==> src/rtl/seg_disp_pkg.sv <==
// Shared types and constants for the seven-segment display scheduler.
// Also provides the per-step double-dabble nibble correction.
package seg_disp_pkg;

   typedef enum logic [1:0] {
      IDLE    = 2'd0,
      CONVERT = 2'd1,
      COMMIT  = 2'd2
   } state_e;

   localparam logic [3:0] BLANK_CODE        = 4'hF;
   localparam logic [6:0] SEG_BLANK         = 7'b1111111;
   localparam logic [3:0] ANODE_SCAN [0:3]  = '{4'b1110, 4'b1101, 4'b1011, 4'b0111};

   // Add 3 to every BCD nibble that is 5 or more, ahead of the next left shift
   function automatic logic [19:0] dabble_adjust(input logic [19:0] acc);
      logic [19:0] res;
      res = acc;
      for (int i = 0; i < 5; i++) begin
         if (acc[i*4 +: 4] >= 4'd5) begin
            res[i*4 +: 4] = acc[i*4 +: 4] + 4'd3;
         end else begin
            res[i*4 +: 4] = acc[i*4 +: 4];
         end
      end
      return res;
   endfunction

endpackage

==> src/rtl/seg7_decoder.sv <==
// Combinational 4-bit digit code to active-low segments (a at bit 6 .. g at bit 0).
// Codes 10-15 light nothing, which is how blanked digits are shown.
module seg7_decoder
   import seg_disp_pkg::*;
(
   input  logic [3:0] code,
   output logic [6:0] seg
);

   // Digit code lookup
   always_comb begin
      seg = SEG_BLANK;
      case (code)
         4'd0:    seg = 7'b0000001;
         4'd1:    seg = 7'b1001111;
         4'd2:    seg = 7'b0010010;
         4'd3:    seg = 7'b0000110;
         4'd4:    seg = 7'b1001100;
         4'd5:    seg = 7'b0100100;
         4'd6:    seg = 7'b0100000;
         4'd7:    seg = 7'b0001111;
         4'd8:    seg = 7'b0000000;
         4'd9:    seg = 7'b0000100;
         default: seg = SEG_BLANK;
      endcase
   end

endmodule

==> src/rtl/seg_display_scheduler.sv <==
// Four-digit seven-segment controller: selects a 16-bit source, converts it to BCD
// with a sequential double-dabble engine and time-multiplexes the digits.
// Optional macro LEADING_ZERO_BLANK_EN blanks leading zero digits above the units.
module seg_display_scheduler
   import seg_disp_pkg::*;
#(
   parameter int unsigned REFRESH_DIV = 100000,
   parameter int unsigned CONV_PERIOD = 5000000
) (
   input  logic        clk,
   input  logic        rst,
   input  logic [15:0] src0,
   input  logic [15:0] src1,
   input  logic [15:0] src2,
   input  logic [15:0] src3,
   input  logic [1:0]  src_sel,
   input  logic        upd_req,
   output logic        upd_ack,
   output logic        busy,
   output logic [15:0] bcd_out,
   output logic        ovf,
   output logic [3:0]  active_anode,
   output logic [6:0]  seg
);

   localparam int unsigned RW = (REFRESH_DIV > 32'd2) ? $clog2(REFRESH_DIV) : 1;
   localparam int unsigned PW = $clog2(CONV_PERIOD);
   localparam logic [RW-1:0] REFRESH_MAX = RW'(REFRESH_DIV - 32'd1);
   localparam logic [PW-1:0] PERIOD_MAX  = PW'(CONV_PERIOD - 32'd1);

   state_e        state_q, state_d;
   logic [15:0]   bin_q, bin_d;
   logic [19:0]   acc_q, acc_d;
   logic [3:0]    iter_q, iter_d;
   logic          req_cause_q, req_cause_d;
   logic          pend_q, pend_d;
   logic          busy_q, busy_d;
   logic          upd_ack_q, upd_ack_d;
   logic [15:0]   bcd_q, bcd_d;
   logic          ovf_q, ovf_d;
   logic [RW-1:0] refresh_q, refresh_d;
   logic [PW-1:0] period_q, period_d;
   logic [1:0]    scan_q, scan_d;
   logic [3:0]    anode_q, anode_d;
   logic [6:0]    seg_q;

   logic [15:0]   src_mux_s;
   logic [35:0]   shifted_s;
   logic          period_tick_s;
   logic          trigger_s;
   logic [3:0]    digit_s;
   logic          lead_zero_s;
   logic [3:0]    code_s;
   logic [6:0]   seg_dec_s;

   // Conversion FSM: capture source, 16 dabble/shift steps, then commit
   always_comb begin
      state_d     = state_q;
      bin_d       = bin_q;
      acc_d       = acc_q;
      iter_d      = iter_q;
      req_cause_d = req_cause_q;
      pend_d      = pend_q;
      bcd_d       = bcd_q;
      ovf_d       = ovf_q;
      shifted_s   = {dabble_adjust(acc_q), bin_q} << 1;
      case (src_sel)
         2'd0:    src_mux_s = src0;
         2'd1:    src_mux_s = src1;
         2'd2:    src_mux_s = src2;
         2'd3:    src_mux_s = src3;
         default: src_mux_s = src0;
      endcase
      trigger_s = upd_req | pend_q | period_tick_s;
      case (state_q)
         IDLE: begin
            if (trigger_s) begin
               bin_d       = src_mux_s;
               acc_d       = 20'd0;
               iter_d      = 4'd0;
               req_cause_d = upd_req | pend_q;
               pend_d      = 1'b0;
               state_d     = CONVERT;
            end else begin
               state_d = IDLE;
            end
         end
         CONVERT: begin
            acc_d  = shifted_s[35:16];
            bin_d  = shifted_s[15:0];
            iter_d = iter_q + 4'd1;
            pend_d = pend_q | upd_req;
            if (iter_q == 4'd15) begin
               state_d = COMMIT;
            end else begin
               state_d = CONVERT;
            end
         end
         COMMIT: begin
            bcd_d   = acc_q[15:0];
            ovf_d   = (acc_q[19:16] != 4'd0);
            pend_d  = pend_q | upd_req;
            state_d = IDLE;
         end
         default: state_d = IDLE;
      endcase
      busy_d    = (state_d != IDLE);
      upd_ack_d = (state_d == COMMIT) & req_cause_q;
   end

   // Period/refresh counters and selection of the digit shown next
   always_comb begin
      period_tick_s = (period_q == PERIOD_MAX);
      if (period_tick_s) begin
         period_d = {PW{1'b0}};
      end else begin
         period_d = period_q + PW'(1);
      end
      if (refresh_q == REFRESH_MAX) begin
         refresh_d = {RW{1'b0}};
         scan_d    = scan_q + 2'd1;
      end else begin
         refresh_d = refresh_q + RW'(1);
         scan_d    = scan_q;
      end
      // Decode from next-state values so seg and anode change together
      digit_s = bcd_d[{scan_d, 2'b00} +: 4];
`ifdef LEADING_ZERO_BLANK_EN
      case (scan_d)
         2'd3:    lead_zero_s = (bcd_d[15:12] == 4'd0);
         2'd2:    lead_zero_s = (bcd_d[15:8] == 8'd0);
         2'd1:    lead_zero_s = (bcd_d[15:4] == 12'd0);
         default: lead_zero_s = 1'b0;
      endcase
`else
      lead_zero_s = 1'b0;
`endif
      if (ovf_d || lead_zero_s) begin
         code_s = BLANK_CODE;
      end else begin
         code_s = digit_s;
      end
      anode_d = ANODE_SCAN[scan_d];
   end

   seg7_decoder u_dec (
      .code (code_s),
      .seg  (seg_dec_s)
   );

   // Conversion state registers
   always_ff @(posedge clk) begin
      if (!rst) begin
         state_q     <= IDLE;
         bin_q       <= 16'd0;
         acc_q       <= 20'd0;
         iter_q      <= 4'd0;
         req_cause_q <= 1'b0;
         pend_q      <= 1'b0;
         busy_q      <= 1'b0;
         upd_ack_q   <= 1'b0;
         bcd_q       <= 16'd0;
         ovf_q       <= 1'b0;
      end else begin
         state_q     <= state_d;
         bin_q       <= bin_d;
         acc_q       <= acc_d;
         iter_q      <= iter_d;
         req_cause_q <= req_cause_d;
         pend_q      <= pend_d;
         busy_q      <= busy_d;
         upd_ack_q   <= upd_ack_d;
         bcd_q       <= bcd_d;
         ovf_q       <= ovf_d;
      end
   end

   // Counter and display scan registers
   always_ff @(posedge clk) begin
      if (!rst) begin
         refresh_q <= {RW{1'b0}};
         period_q  <= {PW{1'b0}};
         scan_q    <= 2'd0;
         anode_q   <= ANODE_SCAN[0];
         seg_q     <= 7'b0000001;
      end else begin
         refresh_q <= refresh_d;
         period_q  <= period_d;
         scan_q    <= scan_d;
         anode_q   <= anode_d;
         seg_q     <= seg_dec_s;
      end
   end

   assign upd_ack      = upd_ack_q;
   assign busy         = busy_q;
   assign bcd_out      = bcd_q;
   assign ovf          = ovf_q;
   assign active_anode = anode_q;
   assign seg          = seg_q;

endmodule

==> config.mk <==
export PLATFORM = sky130hd
export DESIGN_NAME = seg_display_scheduler
export DESIGN_NICKNAME = d
export VERILOG_FILES = /design/src/rtl/seg_disp_pkg.sv /design/src/rtl/seg7_decoder.sv /design/src/rtl/seg_display_scheduler.sv
export SDC_FILE = /design/constraint.sdc
export NUM_CORES = 1
export LEC_CHECK = 0
export BUFFER_PORTS_ARGS = -buffer_cell sky130_fd_sc_hd__clkbuf_2
export CORE_MARGIN = 3
export CORE_UTILIZATION = 46
export DETAILED_ROUTE_END_ITERATION = 12
export GPL_ROUTABILITY_DRIVEN = 1
export PLACE_DENSITY = 0.67
export RECOVER_POWER = 50
export SLEW_MARGIN = 25
export SYNTH_ARGS = -nofsm -noshare
export SYNTH_HDL_FRONTEND = slang
export SYNTH_HIERARCHICAL = 1
export SYNTH_SLANG_ARGS = --single-unit
==> constraint.sdc <==
create_clock -name clk -period 3.59 [get_ports clk]
set_input_delay 0.718 -clock clk [delete_from_list [all_inputs] [get_ports clk]]
set_output_delay 0.718 -clock clk [all_outputs]
set_load 0.01 [all_outputs]
After elaboration in Yosys (flattened, before gate mapping). Memories as Yosys holds them, arrays and structs flattened. A register that Yosys moved wholly into a read port is not among the register bits. Cells that the tools add are included.

Bits in registers: 109. Bits in latches: 0. RAM bits: 0. ROM bits: 112. Input port bits: 69. Output and inout bits: 30. Logic and storage cells: 83. Memories: 1.

$add $sub $neg: 9. $mul: 0. Divide/modulo/power cells: 0. Magnitude comparators: 6. Eq/ne operators: 10. Shift operators: 1. Multiplexer cells: 24. Bitwise logic cells: 5. Reductions and logical operators: 13.

Memory list: (no name shown) (words 16, width 7, rd ports 1, clocked after Yosys merged registers in 1, wr ports 0, RTL line seg7_decoder.sv:13) `case (code)`.

Operators by type and width (number): $pmux W16 S4 (1); $pmux W20 S2 (1); $mux W16 (2); $mux W4 (8); $pmux W16 S2 (1); $add A23 B1 Y23 const B (1); $eq A23 B23 Y1 const B (1); $ge A4 B3 Y1 const B (5); $mux W20 (1); $add A17 B1 Y17 const B (1); $eq A17 B17 Y1 const B (1); $add A4 B2 Y4 const B (4); $shiftx A16 B5 Y4 (1); $bmux W4 S2 (1); $eq A2 B2 Y1 const B (4); $pmux W4 S2 (1); $reduce_and A2 Y1 (3); $reduce_bool A2 Y1 (3); $reduce_or A2 Y1 (3); $add A4 B1 Y4 const B (1); $eq A2 B1 Y1 const B (2); $eq A4 B4 Y1 const B (1); $logic_not A2 Y1 (2); $mux W2 (2); other kinds (14) (17).

Depth between registers and ports, before layout. Gate-level depths: netlist of the first run.

Depth in word-level cells: 6. Gate-level depth with buffers: 14. Mapped depth without buffers: 13.

By module. Netlist of the first run, hierarchy kept.

Modules (own cells, without submodules): seg_display_scheduler (instances 1, cells an instance 652, area an instance 5965.7 sq um, seq. area each 2322.2 sq um); seg7_decoder (instances 1, cells an instance 33, area an instance 210.2 sq um, seq. area each 0.0 sq um).

Worst setup path after synthesis of the first run. No wires, ideal clock.

Path kind: reg2reg. Start point: register refresh_q[0]. End point: register seg_q[5], in the netlist seg[5]. Library setup time: 0.115 ns. Arrival time: 2.779 ns. Data required time: 3.475 ns. Path slack: 0.696 ns. Cell stages (with the launch flop): 13. Path buffers: 0. Period minus slack after synthesis: 2.894 ns. Cell sequence: dfxtp_1 ha_1 and4_2 nand4_4 xor2_2 mux4_1 nand2_1 nand3_1 inv_1 ha_1 o21ai_0 o21ai_0 and2_1.

Word-level cells in the longest chain between the ends: 4.

RTL lines: from (decl) (RTL line seg_display_scheduler.sv:41) `logic [RW-1:0] refresh_q, refresh_d;`; from (signal assigned) (RTL line seg_display_scheduler.sv:181) `refresh_q <= {RW{1'b0}};`; from (signal assigned) (RTL line seg_display_scheduler.sv:187) `refresh_q <= refresh_d;`; $eq A17 B17 Y1 (RTL line seg_display_scheduler.sv:119) `if (refresh_q == REFRESH_MAX) begin`; $mux W2 (RTL line seg_display_scheduler.sv:119); $shiftx A16 B5 Y4 (RTL line seg_display_scheduler.sv:127) `digit_s = bcd_d[{scan_d, 2'b00} +: 4];`; $mux W4 (RTL line seg_display_scheduler.sv:138) `if (ovf_d || lead_zero_s) begin`; net code_s[1] (RTL line seg_display_scheduler.sv:53) `logic [3:0] code_s;`; to (decl) (RTL line seg_display_scheduler.sv:45) `logic [6:0] seg_q;`.

The timed path passes the listed nets, and every way through them passes these cells. A chain may end at the register's enable or synchronous reset.

Worst setup path in the final report of the first run.
Start point: register refresh_q[0]. End point: register seg_q[3], in the netlist seg[3].

Same word-level chain as after synthesis.

==> results of run 1 <==
## layout by cell type, fill, tap and decap left out, types with 17 or more instances in the layout
cell,instances
xnor2_1,19
nor2b_1,17
mux2i_1,21
inv_1,20
ha_1,22
xor2_1,25
mux4_2,18
o21ai_0,26
clkbuf_16,17
nand2_1,92
clkbuf_2,67
nand3_1,45
a21boi_0,19
dfxtp_1,116
nor2_1,59
clkbuf_1,39
## area by class of cell
| type | instances | area, um^2 | area share |
|---|---|---|---|
| Multi-Input combinational cell | 509 | 3610 | 0.494 |
| Sequential cell | 116 | 2320 | 0.318 |
| Clock buffer | 29 | 531 | 0.0726 |
| Timing Repair Buffer | 108 | 519 | 0.0710 |
| Tap cell | 172 | 215 | 0.0294 |
| Inverter | 20 | 75.1 | 0.0103 |
| Clock inverter | 3 | 40.0 | 0.00548 |
## critical path: stages (launching register included)
cell,delay [ns]
dfxtp_1,0.37
ha_1,0.25
and4_2,0.33
and4_1,0.42
nand2_2,0.16
xnor2_2,0.21
a2111oi_0,0.51
a31oi_1,0.24
or2_1,0.32
a21oi_2,0.16
a31oi_1,0.05
and2_1,0.17
## path summary, 6_finish.rpt
path | from | endpoint | slack [ns] | cells after the start
setup / recovery | refresh_q[0] | seg[3] | 0.29 | 11
hold / removal | refresh_q[0] | refresh_q[0] | 0.46 | 1
setup reg to reg | refresh_q[0] | seg[3] | 0.29 | 11
hold reg to reg | refresh_q[0] | refresh_q[0] | 0.46 | 1
## power by group through the flow
stage	logic, uW	registers, uW	clock network (uW)
4_1_cts	248	1350	1640
3_3_place_gp	240	1370	0
5_1_grt	275	1350	1710
2_1_floorplan	172	1370	0
6_report	244	1350	1610
3_5_place_dp	247	1370	0
## registers in the layout, summed over array words and instances (netlist names), 2 cells and up
register,count
active_anode,4
acc_q,20
iter_q,4
bcd_out,16
refresh_q,17
seg,7
bin_q,16
state_q,2
scan_q,2
period_q,23
## per-layer routing
metal,global-route usage,routed length (um)
met5,0,0
met4,0.0595,210
met3,0.0608,740
met2,0.318,6580
met1,0.246,6240
## per-stage QoR
stage                     total power, uW  worst slack (ns)  instance area [um^2]
after global placement               1610             0.520                  6790
final                                3200             0.291                  7310
after detailed placement             1620             0.368                  6790
after global routing                 3330            0.0595                  7310
after floorplan                      1540             0.696                  6180
after CTS                            3240             0.323                  7360
## cell families after synthesis
family	after synthesis
AO/OA/AOI/OAI	108
multiplexers	43
adder cells (fa/ha/maj)	22
AND/OR/NAND/NOR	289
buffers and inverters	60
XOR/XNOR	47
flip-flops	116
==> results_dict.tcl, run 1 <==
set metrics [dict create \
    status "complete, but fails checks" \
    violations "capacitance limit, slew limit" \
    fin_skew_ns 0.0160 \
    synth.top_cells.by_count "dfxtp_1 (116), nand2_1 (92), nor2_1 (59)" \
    criticalPathCategory "reg -> reg" \
    grt_pass1_wl_um 23400 \
    cts_num_sinks 116 \
    yosysMostFrequentCell "dfxtp_1" \
    io_buffers 98 \
    power_frac_comb 0.076 \
    fill_cells 1197 \
    htree_levels 4 \
    place.gp.congestion 0.797 \
    p_int_uw 2500 \
    finalHoldViolations 0 \
    fin_nets 863 \
    placed_cells 925 \
    synth-compound-area-share 0.124 \
    setup_tns_ns 0 \
    synthArstFlopShare 0 \
    insertion_delay_ns 0.42 \
    drtPass1Iterations 4 \
    synth_top_flop_cell "dfxtp_1" \
    clkTransAtPathRegs_ns 0.05 \
    postCtsSetupRepairBufs 0 \
    cp-start-kind "register" \
    irDropWorstVdd_mv 0.329 \
    die_area_mm2 0.0149 \
    totalWireLength_um 13800 \
    viasPerCell 5.40 \
    vias 5171 \
    yosysTopAreaCellShare 0.376 \
    muxShareOfSynthArea 0.112 \
    synth_area_leaders "dfxtp_1 (38%), mux4_2 (6.6%), nand2_1 (5.6%)" \
    cts_inserted_buffers 17 \
    syn_inst 685 \
    area_delta_synth_final_pct 18.4 \
    wire_per_inst_um 14.4 \
    grt_max_degree 38 \
    rsz0062_at_grt "no" \
    path_max_fanout 11 \
    slew_violations 38 \
    synth_area_leader_cell "dfxtp_1" \
    synthXorXnorAreaFrac 0.0721 \
    fmax_mhz 303 \
    cts-root-buf "clkbuf_16" \
    fin_crit_sh 0.919 \
    worst_slew_pin_slew_ns 1.53 \
    route.detailed.drc 0 \
    synthSimpleGateAreaFrac 0.231 \
    grt_pass1_vias 5133 \
    dpl.hpwl_um 9730 \
    fin_util 0.568 \
    core_mm2 0.0129 \
    rows 41 \
    drive_gt1_frac 0.171 \
    stdcell_count 957 \
    max-slew-margin-rel -0.0208 \
    initial_core_util 0.480 \
    cts_tree "done" \
    grt_usage 0.194 \
    crit_required_ns 3.90 \
    ys_ff_latch 116 \
    yosysSeqAreaShare 0.376 \
    drtIter0Drc 386 \
    die_h_um 122 \
    synth_top_family_by_area "simple AND/OR/NAND/NOR gates" \
    p_switching_uw 704 \
    netSwitchingFraction 0.220 \
    n_antenna_cell 0 \
    period_needed_ns 3.30 \
    antenna_found_initial 0 \
    hold_path.class "reg -> reg" \
    hold_ws_ns 0.458 \
    clockBufferDepth 2 \
    synth_cell_types 59 \
    pwr-share-clk 0.503 \
    setup_viol 0 \
    power.density_mw_per_mm2 438 \
    end_kind "register" \
    synth-adder-area-share 0.0446 \
    fp.dieW_um 122 \
    syn_avg_cell_area_um2 9.02 \
    drv_cap 1 \
    grt_overflow_total 0 \
    seqPwrFrac 0.421 \
    io_pins 99 \
    synth_nets 776 \
    cp.arrival_ns 3.61 \
    p_leak_uw 0.00291 \
    holdBufCountCts 0 \
    synth_edf_count 0 \
    ys_warn_count 6 \
    ant_nets 0 \
    cts_resized 0 \
    syn_area_mm2 0.00618 \
]
No activity file was read; power rests on OpenSTA's default activity.
==> inputs of run 2 (changes only) <==
--- a/config.mk
+++ b/config.mk
@@ -5,12 +5,11 @@
 export SDC_FILE = /design/constraint.sdc
 export NUM_CORES = 1
 export LEC_CHECK = 0
-export BUFFER_PORTS_ARGS = -buffer_cell sky130_fd_sc_hd__clkbuf_2
 export CORE_MARGIN = 3
 export CORE_UTILIZATION = 46
 export DETAILED_ROUTE_END_ITERATION = 12
+export DONT_BUFFER_PORTS = 1
 export GPL_ROUTABILITY_DRIVEN = 1
-export PLACE_DENSITY = 0.67
 export RECOVER_POWER = 50
 export SLEW_MARGIN = 25
 export SYNTH_ARGS = -nofsm -noshare
==> results_dict.tcl, run 2 (same netlist as run 1, synthesis figures left out) <==
set metrics [dict create \
    status "complete, but fails checks" \
    violations "capacitance limit, slew limit" \
    ant_nets 0 \
    criticalPathCategory "reg -> reg" \
    cp-start-kind "register" \
    fp.dieW_um 122 \
    fmax_mhz 305 \
    gr-usage-met3 0.0571 \
    final_common_cell "dfxtp_1" \
    grt_pass1_vias 4674 \
    slew_violations 37 \
    irDropWorstVdd_mv 0.278 \
    io_buffers 0 \
    n_antenna_cell 0 \
    drtPass1Iterations 4 \
    period_needed_ns 3.27 \
    die_area_mm2 0.0149 \
    grt_pass1_wl_um 21400 \
    finalHoldViolations 0 \
    setup_viol 0 \
    drive_gt1_frac 0.101 \
    path_max_fanout 11 \
    max-slew-margin-rel -0.0635 \
    p_int_uw 2660 \
    wire_per_inst_um 15.1 \
    fin_crit_sh 0.912 \
    vias 4794 \
    pwr-share-clk 0.543 \
    cp.arrival_ns 3.59 \
    totalWireLength_um 13000 \
    rsz0062_at_grt "no" \
    top_usage_layer "met2" \
    dpl.hpwl_um 8930 \
    antenna_found_initial 0 \
    clockBufferDepth 2 \
    grt_usage 0.181 \
    hold_path.class "in -> reg" \
    netSwitchingFraction 0.208 \
    largest_reg_flops 23 \
    gr-usage-met2 0.281 \
    die_h_um 122 \
    core_mm2 0.0129 \
    crit_required_ns 3.91 \
    fin_skew_ns 0.0130 \
    end_kind "register" \
    setup_tns_ns 0 \
    grt_overflow_total 0 \
    cts_num_sinks 116 \
    postCtsSetupRepairBufs 0 \
    rows 41 \
    use_met1 0.232 \
    layout_common_cells "dfxtp_1 (116), nand2_1 (92), nor2_1 (59), nand3_1 (45), o21ai_0 (26)" \
    drtIter0Drc 319 \
    fin_nets 763 \
    cts-root-buf "clkbuf_16" \
    power_frac_comb 0.055 \
    clkTransAtPathRegs_ns 0.05 \
    p_leak_uw 0.00262 \
    drv_cap 1 \
    seqPwrFrac 0.402 \
    htree_levels 4 \
    place.gp.congestion 0.802 \
    area_delta_synth_final_pct 11.6 \
    io_pins 99 \
    largest_register "period_q" \
    holdBufCountCts 0 \
    grt_max_degree 77 \
    initial_core_util 0.480 \
    worst_slew_pin_slew_ns 1.60 \
    viasPerCell 5.59 \
    cts_tree "done" \
    power.density_mw_per_mm2 486 \
    reg_top3 "period_q x23, acc_q x20, refresh_q x17" \
    fin_util 0.536 \
    insertion_delay_ns 0.42 \
    p_switching_uw 696 \
    cts_inserted_buffers 17 \
    route.detailed.drc 0 \
    cts_resized 0 \
]
run 2: cell types whose count changed in the layout (fill, tap and decap cells not counted):
cell,previous run,this run
xnor2_4,1,0
xnor2_1,19,20
clkbuf_1,39,3
bufinv_16,1,4
and2_0,1,0
and2_1,9,10
clkbuf_2,67,0
buf_4,8,5
clkinv_2,2,6
clkbuf_8,6,5
run 2: worst max-delay path, stage by stage (launching register included):
cell and delay, ns:
dfxtp_1 0.36, ha_1 0.24, and4_2 0.33, nand4_4 0.16
xnor2_1 0.44, mux2i_1 0.14, mux2_2 0.27, a31oi_1 0.54
or2b_1 0.33, a21oi_2 0.15, a31oi_1 0.05, and2_1 0.16
run 2: layer usage:
layer	up-vias	wire, um
met5	-	0
met4	0	165
met3	13	742
met2	128	5970
met1	2271	6100
li1	2382	-
run 2: cell type report:
type	count	area [um^2]
Clock inverter	10	150
Fill cell	1157	5980
Tap cell	172	215
Inverter	20	75.1
Clock buffer	22	494
Multi-Input combinational cell	509	3590
Sequential cell	116	2320
Timing Repair Buffer	8	48.8
run 2: power by group through the flow:
stage	clock network [uW]	logic (uW)	registers [uW]
2_1_floorplan	0	172	1370
3_3_place_gp	0	186	1370
3_5_place_dp	0	189	1370
4_1_cts	1860	190	1350
5_1_grt	1920	209	1350
6_report	1820	184	1350
run 2: path summary, 6_finish.rpt:
| path | from | to | slack (ns) | cells after the start |
|---|---|---|---|---|
| max reg2reg | refresh_q[0] | seg[3] | 0.32 | 11 |
| min reg2reg | refresh_q[0] | refresh_q[0] | 0.46 | 1 |
| min | rst | seg[0] | 0.45 | 1 |
| max | refresh_q[0] | seg[3] | 0.32 | 11 |
run 2: per-stage QoR:
| stage | cells | cell area (um^2) | hold WS, ns | total power (uW) | setup WS (ns) |
|---|---|---|---|---|---|
| final | 857 | 6900 | 0.451 | 3350 | 0.316 |
| after CTS | 857 | 6930 | 0.382 | 3390 | 0.363 |
| after global placement | 825 | 6280 | 0.438 | 1560 | 0.522 |
| after global routing | 857 | 6900 | 0.383 | 3470 | 0.0523 |
| after detailed placement | 825 | 6280 | 0.445 | 1560 | 0.375 |
| after floorplan | 685 | 6180 | 0.426 | 1540 | 0.696 |
